`src/rtl/clock_comp_pkg.sv`:
```
// Shared types and constants for the clock-compensation scheduler.
// Holds FSM encoding, the idle block pattern and control-bit defaults.
package clock_comp_pkg;

  typedef enum logic [1:0] {
    ST_PRIME   = 2'd0,
    ST_NORMAL  = 2'd1,
    ST_PENDING = 2'd2,
    ST_INSERT  = 2'd3
  } cc_state_e;

  // 66b idle control block: sync header 10, type 0x1E, idle chars
  localparam logic [65:0] PCS_IDLE =
    {2'b10, 8'h1E, 56'h0};

  localparam int RX_C_IDX_DEF = 0;

endpackage

```
`src/rtl/am_period_monitor.sv`:
```
// Counts ticks over one AM window and checks the AM count per window.
// The AM seen on the last tick belongs to the window that is closing.
module am_period_monitor #(
  parameter int N_LANES         = 20,
  parameter int AM_BLOCK_PERIOD = 16383
) (
  input  logic i_clock,
  input  logic i_reset,
  input  logic i_tick,
  input  logic i_sol_tag,
  output logic o_am_count_err
);

  localparam int PERIOD = AM_BLOCK_PERIOD * N_LANES;
  localparam int TW = (PERIOD > 1) ? $clog2(PERIOD) : 1;
  localparam int AW = $clog2(PERIOD + 1);

  logic [TW-1:0] tick_cnt;
  logic [AW-1:0] am_cnt;
  logic [AW-1:0] am_total;
  logic          last;
  logic          err_q;

  assign last     = tick_cnt == TW'(PERIOD - 1);
  assign am_total = am_cnt + AW'(i_sol_tag);

  always_ff @(posedge i_clock) begin
    if (i_reset) begin
      tick_cnt <= '0;
      am_cnt   <= '0;
      err_q    <= 1'b0;
    end else begin
      err_q <= i_tick & last
             & (am_total != AW'(N_LANES));
      if (i_tick) begin
        if (last) begin
          tick_cnt <= '0;
          am_cnt   <= '0;
        end else begin
          tick_cnt <= tick_cnt + TW'(1);
          am_cnt   <= am_total;
        end
      end
    end
  end

  assign o_am_count_err = err_q;

endmodule

```
`src/rtl/clock_comp_sched.sv`:
```
// Idle-insertion scheduler: earns credit on deleted AMs and spends it
// by muxing PCS_IDLE into the stream on RX_C control blocks.
module clock_comp_sched
  import clock_comp_pkg::*;
#(
  parameter int N_LANES           = 20,
  parameter int AM_BLOCK_PERIOD   = 16383,
  parameter int NB_ADDR           = 5,
  parameter int N_FSM_DECO_STATES = 4,
  parameter int RX_C_IDX          = RX_C_IDX_DEF,
  parameter int PRIME_LEVEL       = 20
) (
  input  logic                         i_clock,
  input  logic                         i_reset,
  input  logic                         i_rf_enable,
  input  logic                         i_valid,
  input  logic                         i_sol_tag,
  input  logic [N_FSM_DECO_STATES-1:0] i_fsm_control,
  input  logic                         i_fifo_empty,
  input  logic [NB_ADDR:0]             i_fifo_level,
  output logic                         o_fifo_wr_enb,
  output logic                         o_fifo_rd_enb,
  output logic                         o_idle_insert,
  output logic [NB_ADDR:0]             o_credit,
  output logic [1:0]                   o_state,
  output logic                         o_credit_ovf,
  output logic                         o_underrun,
  output logic                         o_am_count_err
);

  localparam int CW = NB_ADDR + 1;
  localparam logic [CW-1:0] CMAX = CW'(1) << NB_ADDR;
  localparam logic [CW-1:0] PLVL = CW'(PRIME_LEVEL);

  cc_state_e     state, state_nxt;
  logic [CW-1:0] credit, credit_nxt;
  logic          ovf_q, under_q;
  logic          tick, ctrl, sol_t;
  logic          hold, run;
  logic          ins, starve;
  logic          ovf_set;
  logic          unused_ctrl;

  assign tick  = i_rf_enable & i_valid;
  assign ctrl  = i_fsm_control[RX_C_IDX];
  assign sol_t = tick & i_sol_tag;

  assign unused_ctrl = ^i_fsm_control;

  // reset behaves like PRIME so an insertion stops on the same cycle
  assign hold   = i_reset | (state == ST_PRIME);
  assign run    = tick & ~hold;
  assign ins    = run & (credit != '0) & ctrl;
  assign starve = run & ~ins & i_fifo_empty;

  assign o_fifo_wr_enb = tick & ~i_sol_tag;
  assign o_fifo_rd_enb = run & ~ins & ~i_fifo_empty;
  assign o_idle_insert = ins | hold | starve;

  always_comb begin
    credit_nxt = credit;
    ovf_set    = 1'b0;
    if (sol_t & ~ins) begin
      if (credit == CMAX) ovf_set = 1'b1;
      else credit_nxt = credit + CW'(1);
    end else if (ins & ~sol_t) begin
      credit_nxt = credit - CW'(1);
    end
  end

  always_comb begin
    state_nxt = state;
    if (state == ST_PRIME) begin
      if (i_fifo_level >= PLVL) state_nxt = ST_NORMAL;
    end else if (credit_nxt == '0) begin
      state_nxt = ST_NORMAL;
    end else if (ctrl) begin
      state_nxt = ST_INSERT;
    end else begin
      state_nxt = ST_PENDING;
    end
  end

  always_ff @(posedge i_clock) begin
    if (i_reset) begin
      state   <= ST_PRIME;
      credit  <= '0;
      ovf_q   <= 1'b0;
      under_q <= 1'b0;
    end else if (tick) begin
      state   <= state_nxt;
      credit  <= credit_nxt;
      ovf_q   <= ovf_q | ovf_set;
      under_q <= under_q | starve;
    end
  end

  assign o_credit     = credit;
  assign o_state      = state;
  assign o_credit_ovf = ovf_q;
  assign o_underrun   = under_q;

  am_period_monitor #(
    .N_LANES         (N_LANES),
    .AM_BLOCK_PERIOD (AM_BLOCK_PERIOD)
  ) u_mon (
    .i_clock        (i_clock),
    .i_reset        (i_reset),
    .i_tick         (tick),
    .i_sol_tag      (i_sol_tag),
    .o_am_count_err (o_am_count_err)
  );

endmodule

```
`config.mk`:
```
export PLATFORM = sky130hd
export DESIGN_NAME = clock_comp_sched
export DESIGN_NICKNAME = d
export VERILOG_FILES = /design/src/rtl/clock_comp_pkg.sv /design/src/rtl/am_period_monitor.sv /design/src/rtl/clock_comp_sched.sv
export SDC_FILE = /design/constraint.sdc
export NUM_CORES = 1
export LEC_CHECK = 0
export ABC_AREA = 1
export CAP_MARGIN = 20
export CORE_MARGIN = 2
export CORE_UTILIZATION = 40
export CTS_BUF_LIST = sky130_fd_sc_hd__clkbuf_8
export DETAILED_ROUTE_END_ITERATION = 8
export PLACE_DENSITY = 0.63
export SYNTH_ARGS = -nofsm -noshare
export SYNTH_HDL_FRONTEND = slang
export SYNTH_SLANG_ARGS = --single-unit
```
`constraint.sdc`:
```
create_clock -name i_clock -period 1.9 [get_ports i_clock]
set_clock_uncertainty 0.05 [all_clocks]
set_input_delay 0.57 -clock i_clock [delete_from_list [all_inputs] [get_ports i_clock]]
set_output_delay 0.57 -clock i_clock [all_outputs]
set_load 0.05 [all_outputs]
```
==> results.yml, run 1 <==
sta:
  worst_pin_slew_ps: 349
  setup_ws_ps: -303
  finalHoldViolCount: 0
  slew_headroom: 0.767
  finalSetupViolations: 2
  fmax_mhz: 454
  rsz0062_at_grt: "true"
  post-route-period-util: 1.16
  period_needed_ps: 2200
  drv_slew: 0
setup_path:
  endpoint_kind: "output port"
  cp.arrival_ps: 1580
  start_kind: "flip-flop"
  path_max_fanout: 2
  rrSetupSlack_ps: 140
  path_class: "reg -> out"
  cp.required_ps: 1280
synthesis:
  syn_avg_cell_area_um2: 6.93
  synthCells: 428
  synth_fa_ha_area_frac: 0.0253
  synth_top_area_share: 0.331
  synth_fp_nets: 450
  ys_types: 36
  synth_seq_area_share: 0.331
  synth.area.top_cells: "dfxtp_1 33%, nand2_1 14%, xor2_1 6.2%, inv_1 5.9%, nor2_1 5.6%"
  synth_area_um2: 2970
  yosys.area.top_type: "dfxtp_1"
  synth_xor_area_frac: 0.0797
  yosysWarnings: 0
  synth_top_family_by_area: "simple AND/OR/NAND/NOR gates"
  yosys.area_share.simple: 0.391
  muxShareOfSynthArea: 0
  synth_compound_area_frac: 0.0903
  synth-seq-cells: 49
die:
  dieHeight_um: 90.1
  boundaryPins: 30
  rows: 31
  die_w_um: 90.1
  core_um2: 7210
  start_util: 0.411
  die-area_um2: 8120
layout:
  stdcell_count: 611
  fin_util: 0.560
  drive_gt1_frac: 0.295
  nFillCells: 722
  area_growth_pct: 36.2
  antenna_cells: 0
  fin_nets: 533
clocking:
  clkTransAtPathRegs_ps: 100
  htree_levels: 2
  worst_skew_pair.late_latency_ps: 310
  hold_buffers: 0
  tritoncts.num_buffers: 5
  numClockSinks: 49
  cts_tree: "done"
  clk_path_buf_depth: 2
  clock-root-buffer: "clkbuf_8"
routing:
  vias: 2911
  drt_iter0_drc: 130
  wl_um: 7180
  postRouteAntennaNets: 0
  drc_errors: 0
  drt-vias-per-instance: 4.76
  drt-wirelength-per-cell_um: 11.7
  dr.pass1.iters: 4
pwr:
  power_density_nw_per_um2: 527
  power_leakage_nw: 1.70
  total_power_w: 0.00213
  ir_worst_vdd_uv: 238
run_status:
  violations: "negative setup slack"
  status: "finished, violations left"
grt:
  gr-total-overflow: 0
  grt_max_degree: 32
  grt_use_total: 0.186
  grt_pass1_wl_um: 12600
  grt_pass1_vias: 2756
  antenna_found_initial: 0
placed_design:
  dp_hpwl_um: 5460
  portBuffers: 24
  dpl.cell_count: 600
  gp_congestion: 0.896
hold_path:
  hold_class: "reg -> reg"
flow_run:
  maxCapViolCount: 0
## synth_stat cells
| cell | count |
|---|---|
| nand2_1 | 110 |
| dfxtp_1 | 49 |
| inv_1 | 47 |
| nor2_1 | 44 |
| a21oi_1 | 31 |
| nand3_1 | 25 |
| xor2_1 | 21 |
| nor3_1 | 13 |
| nand4_1 | 12 |
| nand2_2 | 7 |
| ha_1 | 6 |
| nor2_2 | 6 |
| xnor2_1 | 6 |
| clkbuf_1 | 5 |
| nand3_2 | 5 |
| nor2_4 | 5 |
| o21ai_0 | 5 |
| a2bb2oi_1 | 3 |
| o21a_1 | 3 |
| or2_2 | 3 |
| buf_2 | 2 |
| buf_6 | 2 |
| inv_2 | 2 |
| inv_4 | 2 |
| nand2_4 | 2 |
| nor3_2 | 2 |
| a211oi_1 | 1 |
| a21oi_2 | 1 |
| a221oi_1 | 1 |
| and3_1 | 1 |
| nand3_4 | 1 |
| nor2_8 | 1 |
| nor3_4 | 1 |
| nor4_1 | 1 |
| o22ai_1 | 1 |
| o31ai_1 | 1 |
## path summary, 6_finish.rpt
| kind | start | endpoint | cells past startpoint |
|---|---|---|---|
| setup / recovery | o_credit[1] | o_idle_insert | 9 |
| hold reg to reg | u_mon.tick_cnt[15] | u_mon.tick_cnt[15] | 2 |
| setup reg to reg | o_credit[1] | o_state[1] | 15 |
| hold / removal | u_mon.tick_cnt[15] | u_mon.tick_cnt[15] | 2 |
## routing by layer
metal	routed length (µm)	GRT usage	part of all wire	vias to the layer above
met5	0	0	0	-
met4	99	0.0577	0.014	0
met3	231	0.0268	0.032	9
met2	3450	0.325	0.48	48
met1	3390	0.237	0.47	1318
li1	-	-	-	1536
## kinds of logic (layout without fill, tap and decap cells)
family,Yosys count,count (layout)
flops,49,49
simple gates,239,239
xor+xnor,27,27
fa+ha+maj,6,6
buf+inv,60,144
compound gates,47,47
## layout make-up
type | count | area [µm²] | share of cell area
multi-input cells | 319 | 1880 | 0.465
clock inverters | 3 | 25.0 | 0.00619
repair buffers | 85 | 742 | 0.184
clock buffers | 5 | 68.8 | 0.0170
inverters | 51 | 201 | 0.0498
flip-flops and latches | 49 | 1000 | 0.247
well taps | 99 | 124 | 0.0307
## repair_timing
item | in CTS | in global routing
pin swaps | 7 | 3
endpoints found under the setup margin | 28 | 11
resized for setup | 24 | 8
setup buffers | 3 | 1
## worst max-delay path: stages (launching register included)
cell,delay (ps)
dfxtp_4,360
inv_4,60
ha_4,140
nand2_4,50
nor2_4,110
nor2_4,50
nor3_4,130
nand3_2,130
nand2_4,90
buf_12,130
## power by group
part           internal [W]  total (W)  switching, W
Clock              0.000269   0.000659      0.000390
Combinational      0.000184   0.000422      0.000238
Sequential          0.00104    0.00105     0.0000111
## sequential cells by signal, indices dropped and copies added (netlist names)
signal                cells
o_credit                  6
o_credit_ovf              1
o_state                   2
o_underrun                1
u_mon.am_cnt             19
u_mon.o_am_count_err      1
u_mon.tick_cnt           19
## metrics by stage
step / TNS (ps) / area (µm²) / hold slack [ps] / worst slack (ps)
3_3_place_gp: -17990 / 3890 / 382 / -605
6_report: -601 / 4040 / 396 / -303
4_1_cts: -768 / 4020 / 403 / -449
3_5_place_dp: -19270 / 3890 / 389 / -648
2_1_floorplan: -380 / 3090 / 373 / -191
5_1_grt: -815 / 4040 / 420 / -413
## cells in the final DEF (no fill, tap or decap), types with 7 or more instances in the layout
cell type,synthesis,final
nand2_1,110,106
buf_4,0,68
inv_1,47,44
nor2_1,44,40
dfxtp_1,49,40
a21oi_1,31,31
nand3_1,25,24
xor2_1,21,21
nand4_1,12,12
nor3_1,13,12
nor2_4,5,10
nand2_2,7,7
buf_12,0,7
Note: power is estimated with default switching activity, not from simulation.
==> inputs of run 2 (changes only) <==
--- a/config.mk
+++ b/config.mk
@@ -10,8 +10,9 @@
 export CORE_MARGIN = 2
 export CORE_UTILIZATION = 40
 export CTS_BUF_LIST = sky130_fd_sc_hd__clkbuf_8
+export CTS_CLUSTER_SIZE = 30
 export DETAILED_ROUTE_END_ITERATION = 8
-export PLACE_DENSITY = 0.63
+export PLACE_DENSITY = 0.6
 export SYNTH_ARGS = -nofsm -noshare
 export SYNTH_HDL_FRONTEND = slang
 export SYNTH_SLANG_ARGS = --single-unit
==> constraint.sdc (replaced) <==
create_clock -name i_clock -period 2.3 [get_ports i_clock]
set_clock_uncertainty 0.05 [all_clocks]
set_input_delay 0.69 -clock i_clock [delete_from_list [all_inputs] [get_ports i_clock]]
set_output_delay 0.69 -clock i_clock [all_outputs]
set_load 0.05 [all_outputs]
==> run 2 against run 1 <==
  * The flow still finishes with violations (negative setup slack)
  * Die area unchanged
  * Utilization increased by 0.95 points
  * Wire length up 2.6%
  * Register-to-register slack improved by 180 ps
  * Combinational power down 11%
  * Via count is 2.3% higher
  * Total power down 18%
  * Cell count up 2.1%
  * Critical path type unchanged
  * Global-route usage grew 0.69 points
  * Worst hold slack improved by 5.5 ps
  * First-iteration DRC count decreased by 42%
  * Sequential power fell by 18%
==> results.yml, run 2 (synthesis gave the netlist of run 1 again) <==
sta:
  fmax_mhz: 424
  period_needed_ps: 2360
  setup_ws_ps: -59.9
  finalSetupViolations: 1
  post-route-period-util: 1.03
  slew_headroom: 0.655
  setup-tns-final_ps: -59.9
  drv_slew: 0
  worst_pin_slew_ps: 516
  finalHoldViolCount: 0
  rsz0062_at_grt: "true"
routing:
  drt_iter0_drc: 76
  dr.pass1.iters: 4
  vias: 2978
  postRouteAntennaNets: 0
  drt-wirelength-per-cell_um: 11.8
  drt-vias-per-instance: 4.77
  wl_um: 7360
  drc_errors: 0
setup_path:
  startpoint: "o_credit[4]"
  cp.arrival_ps: 1620
  rrSetupSlack_ps: 320
  worstSetupEndpoint: "o_idle_insert"
  path_max_fanout: 2
  worstReg2RegEnd: "o_state[1]"
  start_kind: "flip-flop"
  cp.required_ps: 1560
  path_class: "reg -> out"
  r2r_cells: 15
  reg2reg_from: "o_credit[1]"
  endpoint_kind: "output port"
clocking:
  cts_tree: "done"
  numClockSinks: 49
  clock-root-buffer: "clkbuf_8"
  clkTransAtPathRegs_ps: 90
  hold_buffers: 0
  htree_levels: 2
  clk_path_buf_depth: 2
  tritoncts.num_buffers: 5
  worst_skew_pair.late_latency_ps: 310
run_status:
  status: "finished, violations left"
  violations: "negative setup slack"
pwr:
  p_seq_frac: 0.494
  power_leakage_nw: 1.78
  internal-power_w: 0.00124
  power_density_nw_per_um2: 426
  ir_worst_vdd_uv: 281
  clkPwrFrac: 0.291
  comb_power_share: 0.214
  switchingPower_w: 0.000514
  switching_share: 0.293
layout:
  antenna_cells: 0
  drive_gt1_frac: 0.297
  mostFrequentLayoutCells: "105 x nand2_1, 77 x buf_4, 46 x inv_1, 45 x dfxtp_1, 38 x nor2_1"
  area_growth_pct: 38.5
  layout_commonest_cell: "nand2_1"
  seq_area_um2: 988
  fin_nets: 546
  nFillCells: 708
  multi_input_area_um2: 1890
die:
  dieHeight_um: 90.1
  die-area_um2: 8120
  die_w_um: 90.1
  rows: 31
  core_um2: 7210
  boundaryPins: 30
  start_util: 0.411
placed_design:
  dp_hpwl_um: 5440
  gp_congestion: 0.851
  dp_slack_ps: -530
  portBuffers: 24
flow_run:
  maxCapViolCount: 0
grt:
  gr-total-overflow: 0
  grt_pass1_vias: 2866
  antenna_found_initial: 0
  grt_use_total: 0.193
  grt_max_degree: 32
  grt_pass1_wl_um: 13000
hold_path:
  hold_class: "reg -> reg"
[run 2: cell count changes in the layout (fill, tap and decap cells not counted), sizes merged]
cell           previous run  this run
buf                      77        84
dlygate4sd2               1         4
clkdlybuf4s50             5         7
dlymetal6s2s              0         2
clkbuf                    7         6
[run 2: cell type report]
class                   instances  share of cell area
clock inverters                 3             0.00365
well taps                      99              0.0301
multi-input cells             319               0.459
clock buffers                   5              0.0167
repair buffers                 98               0.202
inverters                      51              0.0484
flip-flops and latches         49               0.240
[run 2: metrics by stage]
| step | total power [W] | cells | cell area (µm²) | hold WS [ps] | util |
|---|---|---|---|---|---|
| after floorplan | 0.00108 | 428 | 3020 | 373 | - |
| after global placement | 0.00121 | 601 | 3820 | 384 | 0.530 |
| after detailed placement | 0.00122 | 601 | 3820 | 392 | 0.530 |
| after CTS | 0.00176 | 620 | 4030 | 406 | 0.559 |
| after global routing | 0.00185 | 624 | 4110 | 446 | 0.570 |
| final | 0.00175 | 624 | 4110 | 401 | 0.570 |
[run 2: repair_timing]
action,CTS,global route
buffers inserted,11,4
hold endpoints to repair,0,0
endpoints found under the setup margin,14,6
cloned,0,0
pin swaps,15,9
resized for setup,35,17
[run 2: power by group through the flow]
stage	clock network, W	logic [W]	registers [W]
floorplan	0	0.000170	0.000913
global placement	0	0.000328	0.000886
detailed placement	0	0.000333	0.000886
CTS	0.000530	0.000359	0.000867
global route	0.000568	0.000415	0.000867
finish	0.000510	0.000375	0.000866
[run 2: how the worst min path moves through the flow]
stage,start,endpoint,slack (ps),cells after the start
after global routing,o_underrun,o_underrun,450,2
after detailed placement,o_underrun,o_underrun,390,2
final,o_underrun,o_underrun,400,2
after floorplan,u_mon.tick_cnt[18],u_mon.tick_cnt[18],370,1
after global placement,u_mon.tick_cnt[15],u_mon.tick_cnt[15],380,2
after CTS,o_underrun,o_underrun,410,2
[run 2: metal layers]
layer	wire, µm	vias to the layer above	track usage	part of all wire
met2	3480	62	0.325	0.47
met5	0	-	0	0
met3	284	9	0.0335	0.039
met1	3490	1345	0.253	0.47
met4	108	0	0.0577	0.015
li1	-	1562	-	-
[run 2: worst max-delay path, cell delays in order, from the launching register on]
cell and delay [ps]:
dfxtp_1 330, nor2_2 160, inv_1 100, nor2_4 130, nor2_4 60, nor3_4 200
nand3_2 140, nand2_4 90, buf_12 130
==> inputs of run 3 (changes only) <==
--- a/config.mk
+++ b/config.mk
@@ -8,11 +8,11 @@
 export ABC_AREA = 1
 export CAP_MARGIN = 20
 export CORE_MARGIN = 2
-export CORE_UTILIZATION = 40
+export CORE_UTILIZATION = 35
 export CTS_BUF_LIST = sky130_fd_sc_hd__clkbuf_8
 export CTS_CLUSTER_SIZE = 30
 export DETAILED_ROUTE_END_ITERATION = 8
-export PLACE_DENSITY = 0.6
+export PLACE_DENSITY = 0.54
 export SYNTH_ARGS = -nofsm -noshare
 export SYNTH_HDL_FRONTEND = slang
 export SYNTH_SLANG_ARGS = --single-unit
==> run 3 against run 2 <==
  * The flow still finishes with violations (negative setup slack)
  * Maximum frequency decreased by 2.0%
  * Combinational power decreased by 3%
  * First-iteration DRC count increased by 25%
  * Largest cell class unchanged
  * Die area increased by 14%
  * Worst setup slack got worse by 47 ps
  * Non-clock buffer count decreased by 4
  * Final area about the same
  * Critical endpoint is now o_fifo_rd_enb
  * Worst hold slack about the same
==> results.yml, run 3 (synthesis gave the netlist of run 1 again) <==
routing:
  drt-wirelength-per-cell_um: 11.6
  drt_iter0_drc: 95
  drt-vias-per-instance: 4.66
  dr.pass1.iters: 4
  vias: 2918
  top_layer_used: "met4"
  postRouteAntennaNets: 0
  drc_errors: 0
  wl_um: 7260
  wl_met2_um: 3460
  met1_length_um: 3400
  route.met3.wl_um: 320
placed_design:
  gp_congestion: 0.859
  portBuffers: 24
  dp_hpwl_um: 5430
flow_run:
  maxCapViolCount: 0
setup_path:
  cp.arrival_ps: 1670
  path_max_fanout: 2
  cp_cell_sequence: "clkdlybuf4s50_1 > nor4_4 > buf_12"
  slowest_stage: "clkdlybuf4s50_1"
  path_class: "in -> out"
  endpoint_kind: "output port"
  start_kind: "primary input"
  cp.required_ps: 1560
  critPathMaxStageDelay_ps: 470
  crit_buf_inv: 2
  critical-path-top-delay-family: "buffers and inverters"
pwr:
  p_seq_frac: 0.487
  clkPwrFrac: 0.308
  switchingPower_w: 0.000539
  internal-power_w: 0.00125
  power_density_nw_per_um2: 434
  ir_worst_vdd_uv: 196
  power_leakage_nw: 1.74
  switching_share: 0.302
  comb_power_share: 0.205
  total_power_w: 0.00178
clocking:
  clk_path_buf_depth: 2
  cts_tree: "done"
  clkTransAtPathRegs_ps: 110
  clock-root-buffer: "clkbuf_8"
  worst_skew_pair.late_latency_ps: 320
  htree_levels: 2
  hold_buffers: 0
  numClockSinks: 49
  tritoncts.num_buffers: 5
sta:
  fmax_mhz: 415
  post-route-period-util: 1.05
  slew_headroom: 0.623
  drv_slew: 0
  rsz0062_at_grt: "true"
  setup_ws_ps: -107
  finalHoldViolCount: 0
  worst_pin_slew_ps: 564
  period_needed_ps: 2410
  finalSetupViolations: 2
grt:
  grt_use_total: 0.175
  grt_pass1_wl_um: 12800
  gr-total-overflow: 0
  grt_max_degree: 23
  antenna_found_initial: 0
  grt_pass1_vias: 2877
layout:
  mostFrequentLayoutCells: "102 x nand2_1, 72 x buf_4, 46 x dfxtp_1, 44 x inv_1, 38 x nor2_1"
  layout_commonest_cell: "nand2_1"
  antenna_cells: 0
  fin_nets: 542
  fin_util: 0.501
  area_growth_pct: 38.7
  drive_gt1_frac: 0.299
run_status:
  violations: "negative setup slack"
  status: "finished, violations left"
die:
  core_um2: 8220
  dieHeight_um: 96.1
  boundaryPins: 30
  rows: 33
  die_w_um: 96.1
  start_util: 0.361
  die-area_um2: 9230
hold_path:
  hold_class: "reg -> reg"
-- run 3: metrics by stage --
step           area (µm²)  instances  setup TNS [ps]  setup slack, ps  hold slack [ps]
2_1_floorplan        3020        428           -82.8            -41.9              373
3_5_place_dp         3800        605          -10210             -519              390
4_1_cts              4030        624            -184             -113              406
6_report             4110        626            -153             -107              401
5_1_grt              4110        626            -286             -153              425
3_3_place_gp         3800        605           -9380             -481              386
-- run 3: what timing repair did --
| item | in CTS | in global routing |
|---|---|---|
| setup endpoints to repair | 13 | 5 |
| setup buffers | 11 | 2 |
| gates resized for setup | 37 | 18 |
| pin swaps | 10 | 12 |
-- run 3: final timing paths --
| kind | depth (start not counted) | slack [ps] | endpoint | start |
|---|---|---|---|---|
| hold / removal | 2 | 400 | u_mon.tick_cnt[15] | u_mon.tick_cnt[15] |
| setup reg to reg | 14 | 380 | o_state[1] | o_state[1] |
| setup / recovery | 3 | -110 | o_fifo_rd_enb | i_fifo_empty |
| hold reg to reg | 2 | 400 | u_mon.tick_cnt[15] | u_mon.tick_cnt[15] |
-- run 3: layout make-up --
| class | instances | area (µm²) |
|---|---|---|
| tap | 105 | 131 |
| clock buffer | 5 | 68.8 |
| fill | 848 | 4100 |
| inverter | 51 | 201 |
| clock inverter | 3 | 25.0 |
| multi-input combinational | 319 | 1920 |
| timing repair buffer | 94 | 783 |
| sequential | 49 | 987 |
-- run 3: routing by layer --
layer  up-vias  GRT usage
met5         -          0
met4         0     0.0429
met3         9     0.0313
met2        39      0.305
met1      1317      0.221
li1       1553          -
-- run 3: power by group through the flow --
stage,combinational (W),sequential [W],clock (W)
2_1_floorplan,0.000170,0.000913,0
3_3_place_gp,0.000315,0.000890,0
4_1_cts,0.000356,0.000870,0.000581
6_report,0.000365,0.000870,0.000549
3_5_place_dp,0.000316,0.000890,0
5_1_grt,0.000401,0.000871,0.000610
-- run 3: tightest hold or removal path, cell delays in order (launching register included) --
cell and delay (ps):
dfxtp_1 320, inv_1 40, a21oi_1 50
